==> config.mk <==
export PLATFORM = sky130hd
export DESIGN_NAME = pipeline_fetch_stage
export DESIGN_NICKNAME = d
export VERILOG_FILES = /design/src/rtl/cpu_types_pkg.sv /design/src/rtl/pipeline_fetch_stage.sv
export SDC_FILE = /design/constraint.sdc
export NUM_CORES = 1
export LEC_CHECK = 0
export ABC_CLOCK_PERIOD_IN_PS = 3750
export CAP_MARGIN = 20
export CORE_MARGIN = 2
export CORE_UTILIZATION = 53
export CTS_CLUSTER_DIAMETER = 150
export DETAILED_ROUTE_END_ITERATION = 12
export DONT_BUFFER_PORTS = 1
export PLACE_DENSITY = 0.68
export SLEW_MARGIN = 10
export SYNTH_ARGS = -nofsm -noshare
export SYNTH_HDL_FRONTEND = slang
export SYNTH_SLANG_ARGS = --single-unit
==> constraint.sdc <==
create_clock -name CLK -period 3.75 [get_ports CLK]
set_input_delay 0.375 -clock CLK [delete_from_list [all_inputs] [get_ports CLK]]
set_output_delay 0.375 -clock CLK [all_outputs]
set_load 0.05 [all_outputs]
==> src/rtl/cpu_types_pkg.sv <==
// Shared fetch/decode types: word type, fetch FSM states and the halt encoding.
package cpu_types_pkg;

  typedef logic [31:0] word_t;

  typedef enum logic [1:0] {
    FETCH,
    HOLD,
    SQUASH,
    HALTED
  } fetch_state_t;

  localparam word_t HALT_INSTR = 32'hFFFF_FFFF;

endpackage

==> src/rtl/pipeline_fetch_stage.sv <==
// Instruction fetch stage: PC, imem request, one-entry hold buffer and redirect squash.
// Optional halt-on-HALT_INSTR behaviour is enabled by defining FETCH_HALT_EN.
module pipeline_fetch_stage
  import cpu_types_pkg::*;
#(
  parameter word_t PC_RESET = 32'h0000_0000
) (
  input  logic        CLK,
  input  logic        nRST,
  output logic        imemREN,
  output logic [31:0] imemaddr,
  input  logic        ihit,
  input  logic [31:0] imemload,
  input  logic        stall_i,
  input  logic        redirect_i,
  input  logic [31:0] redirect_pc_i,
  output logic        fd_write_o,
  output logic        fd_flush_o,
  output logic [31:0] instruction_o,
  output logic [31:0] pcplus4_o,
  output logic [3:0]  addr_top_four_o
);

  fetch_state_t state, state_n;
  word_t        pc, pc_n;
  word_t        target, target_n;
  word_t        buf_instr, buf_instr_n;
  word_t        buf_pcplus4, buf_pcplus4_n;
  word_t        pc_plus4;

  assign pc_plus4        = pc + 32'd4;
  assign addr_top_four_o = pcplus4_o[31:28];

  always_comb begin
    state_n       = state;
    pc_n          = pc;
    target_n      = target;
    buf_instr_n   = buf_instr;
    buf_pcplus4_n = buf_pcplus4;
    imemREN       = 1'b1;
    imemaddr      = pc;
    fd_write_o    = 1'b0;
    fd_flush_o    = 1'b0;
    instruction_o = '0;
    pcplus4_o     = '0;

    case (state)
      FETCH: begin
        if (redirect_i) begin
          fd_flush_o = 1'b1;
          if (ihit) begin
            pc_n = redirect_pc_i;
          end else begin
            target_n = redirect_pc_i;
            state_n  = SQUASH;
          end
        end else if (ihit) begin
          pc_n = pc_plus4;
          if (stall_i) begin
            buf_instr_n   = imemload;
            buf_pcplus4_n = pc_plus4;
            state_n       = HOLD;
          end else begin
            fd_write_o    = 1'b1;
            instruction_o = imemload;
            pcplus4_o     = pc_plus4;
`ifdef FETCH_HALT_EN
            if (imemload == HALT_INSTR) state_n = HALTED;
`endif
          end
        end
      end

      HOLD: begin
        imemREN = 1'b0;
        if (redirect_i) begin
          fd_flush_o    = 1'b1;
          buf_instr_n   = '0;
          buf_pcplus4_n = '0;
          pc_n          = redirect_pc_i;
          state_n       = FETCH;
        end else if (!stall_i) begin
          fd_write_o    = 1'b1;
          instruction_o = buf_instr;
          pcplus4_o     = buf_pcplus4;
          buf_instr_n   = '0;
          buf_pcplus4_n = '0;
          state_n       = FETCH;
`ifdef FETCH_HALT_EN
          if (buf_instr == HALT_INSTR) state_n = HALTED;
`endif
        end
      end

      // The wrong-path request stays on the bus until memory answers; a newer
      // redirect only replaces the target used once that answer arrives.
      SQUASH: begin
        if (redirect_i) begin
          fd_flush_o = 1'b1;
          target_n   = redirect_pc_i;
        end
        if (ihit) begin
          pc_n    = redirect_i ? redirect_pc_i : target;
          state_n = FETCH;
        end
      end

`ifdef FETCH_HALT_EN
      HALTED: begin
        imemREN = 1'b0;
        if (redirect_i) begin
          fd_flush_o = 1'b1;
          pc_n       = redirect_pc_i;
          state_n    = FETCH;
        end
      end
`endif

      default: state_n = FETCH;
    endcase
  end

  always_ff @(posedge CLK or negedge nRST) begin
    if (!nRST) begin
      state       <= FETCH;
      pc          <= PC_RESET;
      target      <= '0;
      buf_instr   <= '0;
      buf_pcplus4 <= '0;
    end else begin
      state       <= state_n;
      pc          <= pc_n;
      target      <= target_n;
      buf_instr   <= buf_instr_n;
      buf_pcplus4 <= buf_pcplus4_n;
    end
  end

endmodule

Word level (Yosys, flattened, before mapping). Index checks and enable logic that the tools add are counted.

Register bits after elaboration: 130. Logic and storage cells: 76. Input bits: 69. Output and inout port bits: 103.

Reduce and logical (&&, ||, !) cells: 9. Mux-type cells: 48. Add/subtract/negate cells: 1. Eq/ne operators: 13.

Operator list (number): two-way mux 32 bit (26); case mux 32 bit (2 select lines) (5); case mux 32 bit (3 select lines) (1); adder 32 x 3 -> 32 bit (second input constant) (1); two-way mux 2 bit (7); != test 2 bit (second input constant) (7); != test 3 bit (second input constant) (4); AND reduction 5 bit (2); two-way mux 1 bit (7); case mux 2 bit (3 select lines) (1); AND reduction 4 bit (1); nonzero test 2 bit (2); AND reduction 3 bit (1); nonzero test 3 bit (1); OR reduction 3 bit (1); equality test 2 x 1 -> 1 bit (second input constant) (1); equality test 2 bit (second input constant) (1); logical NOT 2 bit (1); case mux 1 bit (2 select lines) (1).

Depth between registers and ports, before layout. Gate-level depths: netlist of the first run.

Depth after elaboration: 5. Gate-level depth with buffers: 10. Depth with buffers taken out: 7.

Worst setup path after synthesis of the first run. OpenSTA, ideal clock, no wires.

Path kind: register to output. Start point: reg pc[10] (netlist: imemaddr[10]). End point: out pcplus4_o[31]. Path slack: -0.296 ns. Stages on the path, launching flop included: 9. Data required time: 3.375 ns. Arrival time: 3.671 ns. Path buffers: 3. Cell sequence: dfrtp_1 > buf_2 > nand4_2 > or4_1 > buf_6 > nor4_4 > xnor2_1 > o21ai_0 > buf_4.

Longest elaborated chain between the ends: 5.

Ends and longest elaborated chain: start: declaration (RTL line pipeline_fetch_stage.sv:25) `word_t pc, pc_n;`; start signal: assignment (RTL line pipeline_fetch_stage.sv:132) `pc <= pc_n;`; adder 32 x 3 -> 32 bit (RTL line pipeline_fetch_stage.sv:31) `assign pc_plus4 = pc + 32'd4;`; two-way mux 32 bit (RTL line pipeline_fetch_stage.sv:59) `if (stall_i) begin`; two-way mux 32 bit (RTL line pipeline_fetch_stage.sv:57) `end else if (ihit) begin`; two-way mux 32 bit (RTL line pipeline_fetch_stage.sv:49) `if (redirect_i) begin`; case mux 32 bit (2 select lines) (RTL line pipeline_fetch_stage.sv:47) `case (state)`; end: declaration (RTL line pipeline_fetch_stage.sv:20) `output logic [31:0] pcplus4_o,`.

Every way passes these cells.

Final worst setup path of the first run.
Start point: reg pc[17] (netlist: imemaddr[17]). End point: out pcplus4_o[31].

Same word-level chain as after synthesis.

==> results of run 1 <==
kinds of logic (layout without fill, tap and decap cells):
group,count (synthesis),count (layout),synth area share
DFF,130,130,0.440
muxes,49,49,0.0716
adders and majority gates,5,5,0.00846
xor gates and xnor gates,28,28,0.0332
and+or+nand+nor,259,259,0.161
AOI/OAI and AO/OA,276,276,0.238
buffers and inverters,89,144,0.0486
layer usage:
| metal | wire (um) | up-vias | global-route usage |
|---|---|---|---|
| met1 | 9010 | 3202 | 0.396 |
| met3 | 1960 | 16 | 0.0988 |
| met4 | 174 | 0 | 0.0611 |
| li1 | - | 3079 | - |
| met5 | 0 | - | 0 |
| met2 | 9820 | 258 | 0.439 |
flip-flops by register name, summed over array words and instances, names as in the netlist:
signal       flops
buf_pcplus4     32
imemaddr        32
state            2
buf_instr       32
target          32
worst max path at each step:
stage	startpoint	to	slack, ns	cells after the start
floorplan	imemaddr[10]$_DFFE_PN0P_	pcplus4_o[23]	0.1	7
global placement	imemaddr[17]$_DFFE_PN0P_	pcplus4_o[31]	0.79	6
detailed placement	imemaddr[17]$_DFFE_PN0P_	pcplus4_o[31]	0.73	6
CTS	imemaddr[17]$_DFFE_PN0P_	pcplus4_o[31]	0.26	6
global route	imemaddr[17]$_DFFE_PN0P_	pcplus4_o[31]	0.13	6
finish	imemaddr[17]$_DFFE_PN0P_	pcplus4_o[31]	0.24	6
cells in the final DEF, fill, tap and decap left out, types with 5 or more instances in the layout:
master     Yosys  routed
a21o_1         7       7
a21oi_1       49      49
a22o_1        41      41
a22oi_1        5       5
a2bb2oi_1      6       6
a31oi_1        9       9
and3_1         5       5
buf_12         0      41
buf_4          4      58
clkbuf_16      0      17
clkbuf_8       0       5
dfrtp_1      130     130
ha_1           5       5
inv_1         13      13
mux2_2        31      31
mux2i_1       18      18
nand2_1      181     181
nand3_1       13      13
nand4_1        8       8
nor2_1        15      15
nor4_1         6       6
o211ai_1       6       6
o21a_1         5       5
o21ai_0      107      79
o21ai_1        0      24
o22a_1         9       9
o22ai_1        5       5
o31ai_1       11      11
xnor2_1       17      17
xor2_1        11      11
cells in the mapped netlist, types with 3 or more instances:
cell	number	area (um^2)
nand2_1	181	679
dfrtp_1	130	3250
o21ai_0	107	536
clkbuf_1	65	244
a21oi_1	49	245
a22o_1	41	359
mux2_2	31	349
mux2i_1	18	180
xnor2_1	17	149
nor2_1	15	56.3
inv_1	13	48.8
nand3_1	13	65.1
o31ai_1	11	82.6
xor2_1	11	96.3
a31oi_1	9	56.3
o22a_1	9	78.8
nand4_1	8	50.1
a21o_1	7	52.6
a2bb2oi_1	6	52.6
nor3_1	6	30.0
nor4_1	6	37.5
o211ai_1	6	45.0
a22oi_1	5	37.5
and3_1	5	31.3
ha_1	5	62.6
o21a_1	5	37.5
o22ai_1	5	31.3
and2_1	4	25.0
buf_1	4	15.0
buf_4	4	30.0
a211oi_1	3	22.5
a41oi_1	3	26.3
nor4_4	3	63.8
o221ai_1	3	26.3
or2_2	3	18.8
or3_1	3	18.8
repair_timing:
item / in CTS / in global routing
hold endpoints to repair: 130 / 0
endpoints found under the setup margin: 0 / 0
hold buffers: 2 / 0
per-stage QoR:
| stage | std cells | hold slack, ns |
|---|---|---|
| finish | 1071 | 0.106 |
| global route | 1071 | 0.0893 |
| CTS | 1071 | 0.0943 |
| detailed placement | 1039 | 0.0833 |
| global placement | 1039 | 0.0828 |
| floorplan | 836 | 0.0794 |
critical path, delay by kind of cell, from the launching register on:
kind	cells	cell delay, ns
compound gates	1	0.16
xor+xnor	1	0.15
buf+inv	1	0.32
flops	1	0.72
simple gates	3	1.36
where the power goes:
group	internal (mW)	switching (mW)
Sequential	2.07	0.696
Clock	1.06	0.569
Combinational	1.37	2.41
area by class of cell:
class | instances | area (um^2)
inverters | 13 | 48.8
flip-flops and latches | 130 | 3250
repair buffers | 101 | 1290
multi-input cells | 617 | 3810
clock buffers | 26 | 509
well taps | 180 | 225
clock inverters | 4 | 72.6
fillers | 1129 | 4560
==> summary.md, run 1 <==
| Metric | Value |
|---|---|
| Root Driver | clkbuf_16 |
| Slowest cell on crit path | or4_1 |
| Placer Congestion | 0.867 |
| Share of layout cells above drive strength 1 | 0.199 |
| Hold endpoint | buf_instr[21]$_DFFE_PN0P_ |
| Largest stage delay, worst path | 0.73 ns |
| Final instance area | 0.00921 mm^2 |
| Required time worst endpoint | 3.38 ns |
| FF+latch count, synth | between 100 and 150 |
| End of the worst register-to-register path | buf_instr[26]$_DFFE_PN0P_ |
| Avg Inst Size Synth | 8.85 um^2 |
| Synth Cell Area | 0.00740 mm^2 |
| Pin count of the biggest net entering global routing | 131 |
| Endpoints failing hold | 0 |
| Worst r2r src | state[1]$_DFFE_PN0P_ |
| Setup bufs post-CTS | 0 |
| Max VDD drop | ~0.37 mV |
| H-tree depth | 4 |
| Arrival time at the worst endpoint | 3.14 ns |
| HPWL after detailed placement | 14800 um |
| Die ar. | 0.0149 mm^2 |
| Num rows | 43 |
| DRT iter0 DRCs | 661 |
| Pwr dens | just under 900 mW/mm^2 |
| Worst Hold Launch | imemload[21] |
| Setup Skew | 0.00686 ns |
| Core ar. | approximately 0.014 mm^2 |
| Diode count | 0 |
| # setup viols final | 0 |
| Fin crit period | 3.51 ns |
| Nets@finish | 954 |
| Leakage dissipation | 4.01 nW |
| Crit path max fanout | 7 |
| DR DRC count | 0 |
| Cts bufs inserted | 17 |
| CTS tree | built |
| Post-synthesis sequential area ratio | 0.440 |
| Mapped Nets | 910 |
| Mapped Cells | 836 |
| Final worst slack | 0.237 ns |
| Cell chain of the critical path | nand3_1 > or4_1 > nor4_4 > xnor2_1 > o21ai_2 > buf_4 |
| ANT nets after route | 0 |
| Clock Latency Late Sink | 0.42 ns |
| Routed WL | ~21000 um |
| Yosys warns | 0 |
| Via count | about 6600 |
| Pins Over Slew Limit | 0 |
| Most used DFF post-synth | dfrtp_1 |
| Clock buffer depth | 2 |
| Maximum capacitance violations | 0 |
| Area post-placement | 0.00859 mm^2 |
| Initial Util | 0.537 |
| Routed wire per std cell | 19.6 um |
| Global-route wire length before repair | 33300 um |
| Clock transition at path regs | 0.06 ns |
| Number of antenna violations at the first check in global routing | 0 |
| Worst reg2reg path depth | 7 |
| Pwr Total | just over 8 mW |
| Critical Path Start Type | flip-flop |
| Final core occ | 0.669 |
| Area delta synth->final | 24.6% |
| Final period util | 0.937 |
| Hold depth | 2 |
| Gr usage total | 0.286 |
| Number of flops mapped to enable cells by yosys | 0 |
| Max_slew headroom | 0.313 |
| Worst slew pin tran | 1.03 ns |
| GRT overflow | 0 |
| Die Y-Extent | 122 um |
| Port Buffers | 0 |
| TritonCTS Sinks | 130 |
| Setup WS pre-CTS | 0.728 ns |
| Pre-antenna DRT Iters | 5 |
| Netlist cell types | 52 |
| Asr flop ratio synth | 1.00 |
| Status | finished, final reports clean |
| F_max | 0.285 GHz |
| Unrepaired setup endpoints after global routing | no |
| Hold WC Path Type | input port to flip-flop |
| Die X | 122 um |
| CP Class | flip-flop to output port |
| Top Ports | about 170 |
| Via-per-instance ratio | slightly above 6 |
| Vias in the first global route | around 6000 |
| Critical path endpoint category | output port |
| Setup TNS | 0 ns |
| Post-cts resize count | 0 |
| Flop2flop setup slack | 0.76 ns |
Note: power is estimated with default switching activity, not from simulation.
==> inputs of run 2 (changes only) <==
CTS_CLUSTER_SIZE = 28   (was unset)
DONT_BUFFER_PORTS = unset   (was 1)
PLACE_DENSITY = 0.84   (was 0.68)
==> run 2 against run 1 <==
Utilization increased by 8.7 points. Global-route usage rose by 1.8 points. Count of clock-buffer cells in the layout grew 1. Register-to-register slack got worse by 0.08 ns. Largest cell class unchanged. Flip-flop and latch count stayed put. Non-clock buffer count grew 85. Hold slack got worse by 0.040 ns. Clock skew rose by 0.0027 ns. Combinational power grew 12%. Via count is 7.5% higher. Worst setup slack worse by 0.15 ns. Highest routed layer unchanged.
==> summary.md, run 2 (synthesis gave the netlist of run 1 again) <==
| Metric | Value |
|---|---|
| Number of antenna violations at the first check in global routing | 0 |
| Die X | 122 um |
| Via count | 7046 |
| Root Driver | clkbuf_16 |
| Area delta synth->final | 40.7% |
| Unrepaired setup endpoints after global routing | no |
| Pwr Total | around 8.5 mW |
| CTS tree | built |
| Worst slew pin tran | 0.984 ns |
| Pin count of the biggest net entering global routing | between 100 and 150 |
| Hold WC Path Type | input port to async pin |
| Pre-antenna DRT Iters | 6 |
| # setup viols final | 0 |
| Pwr dens | 815 mW/mm^2 |
| Max VDD drop | 0.446 mV |
| Core ar. | about 0.014 mm^2 |
| Cts bufs inserted | 17 |
| Critical path endpoint category | output port |
| Port Buffers | roughly 170 |
| Fin crit period | 3.66 ns |
| Setup TNS | 0 ns |
| Gr usage total | 0.304 |
| Most frequent cells in the layout | nand2_1 (181), dfrtp_1 (130), o21ai_0 (103) |
| Share of layout cells above drive strength 1 | 0.163 |
| Routed wire per std cell | 19.2 um |
| Routed WL | around 22000 um |
| Placer Congestion | 0.887 |
| Die ar. | 0.0149 mm^2 |
| DR DRC count | 0 |
| Setup Skew | 0.00955 ns |
| Status | finished, final reports clean |
| Via-per-instance ratio | just over 6 |
| HPWL after detailed placement | about 15000 um |
| Die Y-Extent | 122 um |
| Hold_buf cts | 0 |
| Diode count | 0 |
| Max_slew headroom | 0.344 |
| Post-cts resize count | 0 |
| CP Class | flip-flop to output port |
| Num rows | between 40 and 50 |
| Endpoints failing hold | 0 |
| Required time worst endpoint | 3.38 ns |
| Clock transition at path regs | 0.06 ns |
| Nets@finish | 1039 |
| Maximum capacitance violations | 0 |
| Clock buffer depth | 2 |
| Vias in the first global route | 6460 |
| F_max | 0.273 GHz |
| Filler instances | ~900 |
| Clock Latency Late Sink | 0.43 ns |
| DRT iter0 DRCs | 1024 |
| TritonCTS Sinks | 130 |
| Final period util | 0.976 |
| Pins Over Slew Limit | 0 |
| Most common cell after layout, fill and taps aside | nand2_1 |
| Initial Util | 0.537 |
| H-tree depth | 4 |
| Critical Path Start Type | flip-flop |
| Crit path max fanout | 9 |
| Setup bufs post-CTS | 0 |
| Leakage dissipation | 4.39 nW |
| Flop2flop setup slack | 0.68 ns |
| ANT nets after route | 0 |
| Arrival time at the worst endpoint | 3.28 ns |
| Global-route wire length before repair | roughly 35000 um |
| Top Ports | 172 |
| GRT overflow | 0 |
==> run 2: changes by cell type in the layout (fill, tap and decap cells not counted) <==
cell / change
o21ai_1: -20
buf_16: -1
bufinv_16: -1
o21ai_0: +24
o21ai_2: -4
buf_4: -44
clkbuf_8: -1
clkbuf_1: +2
clkdlybuf4s50_1: +100
dlygate4sd3_1: -1
buf_12: +30
clkinvlp_4: -1
clkinv_2: +3
buf_2: +1
==> run 2: final timing paths <==
check,from,end,cells past startpoint
max,imemaddr[2]$_DFFE_PN0P_,pcplus4_o[16],6
min,nRST,target[1]$_DFFE_PN0P_,1
max reg2reg,state[0]$_DFFE_PN0P_,buf_instr[25]$_DFFE_PN0P_,7
min reg2reg,buf_pcplus4[19]$_DFFE_PN0P_,buf_pcplus4[19]$_DFFE_PN0P_,2
max in group asynchronous,nRST,buf_pcplus4[17]$_DFFE_PN0P_,2
min in group CLK,redirect_i,state[1]$_DFFE_PN0P_,3
==> run 2: per-layer routing <==
metal	GRT usage	vias to the layer above	wire [um]
met5	0	-	0
met4	0.0999	0	540
met3	0.0740	51	1950
met2	0.482	365	10800
met1	0.412	3391	8970
li1	-	3239	-
==> run 2: worst max-delay path, stage by stage, from the launching register on <==
cell and delay (ns):
dfrtp_1 0.57, ha_1 0.28, nand4_1 0.41, nor4_1 0.71
xnor2_1 0.24, o21ai_0 0.45, buf_12 0.20
==> run 2: cell type report <==
class	instances	area (um^2)	area share
Multi-Input combinational cell	617	3790	0.365
Sequential cell	130	3250	0.313
Timing Repair Buffer	186	2530	0.243
Clock buffer	27	503	0.0483
Tap cell	180	225	0.0216
Clock inverter	5	50.0	0.00481
Inverter	13	48.8	0.00469
==> run 2: where the power goes <==
part	leakage, nW	switching (mW)	total [mW]	internal (mW)
Combinational	2.52	2.60	4.24	1.65
Clock	0.275	0.584	1.56	0.977
Sequential	1.59	0.605	2.68	2.08
==> run 2: per-stage QoR <==
step            util  instances  cell area [um^2]  worst slack, ns  hold slack, ns
3_3_place_gp   0.715       1126              9850            0.749           0.459
5_1_grt        0.756       1158             10400          0.00302           0.122
4_1_cts        0.756       1158             10400            0.219          0.0866
2_1_floorplan      -        836              7400           0.0971          0.0794
6_report       0.756       1158             10400           0.0915          0.0653
3_5_place_dp   0.715       1126              9850            0.667           0.466
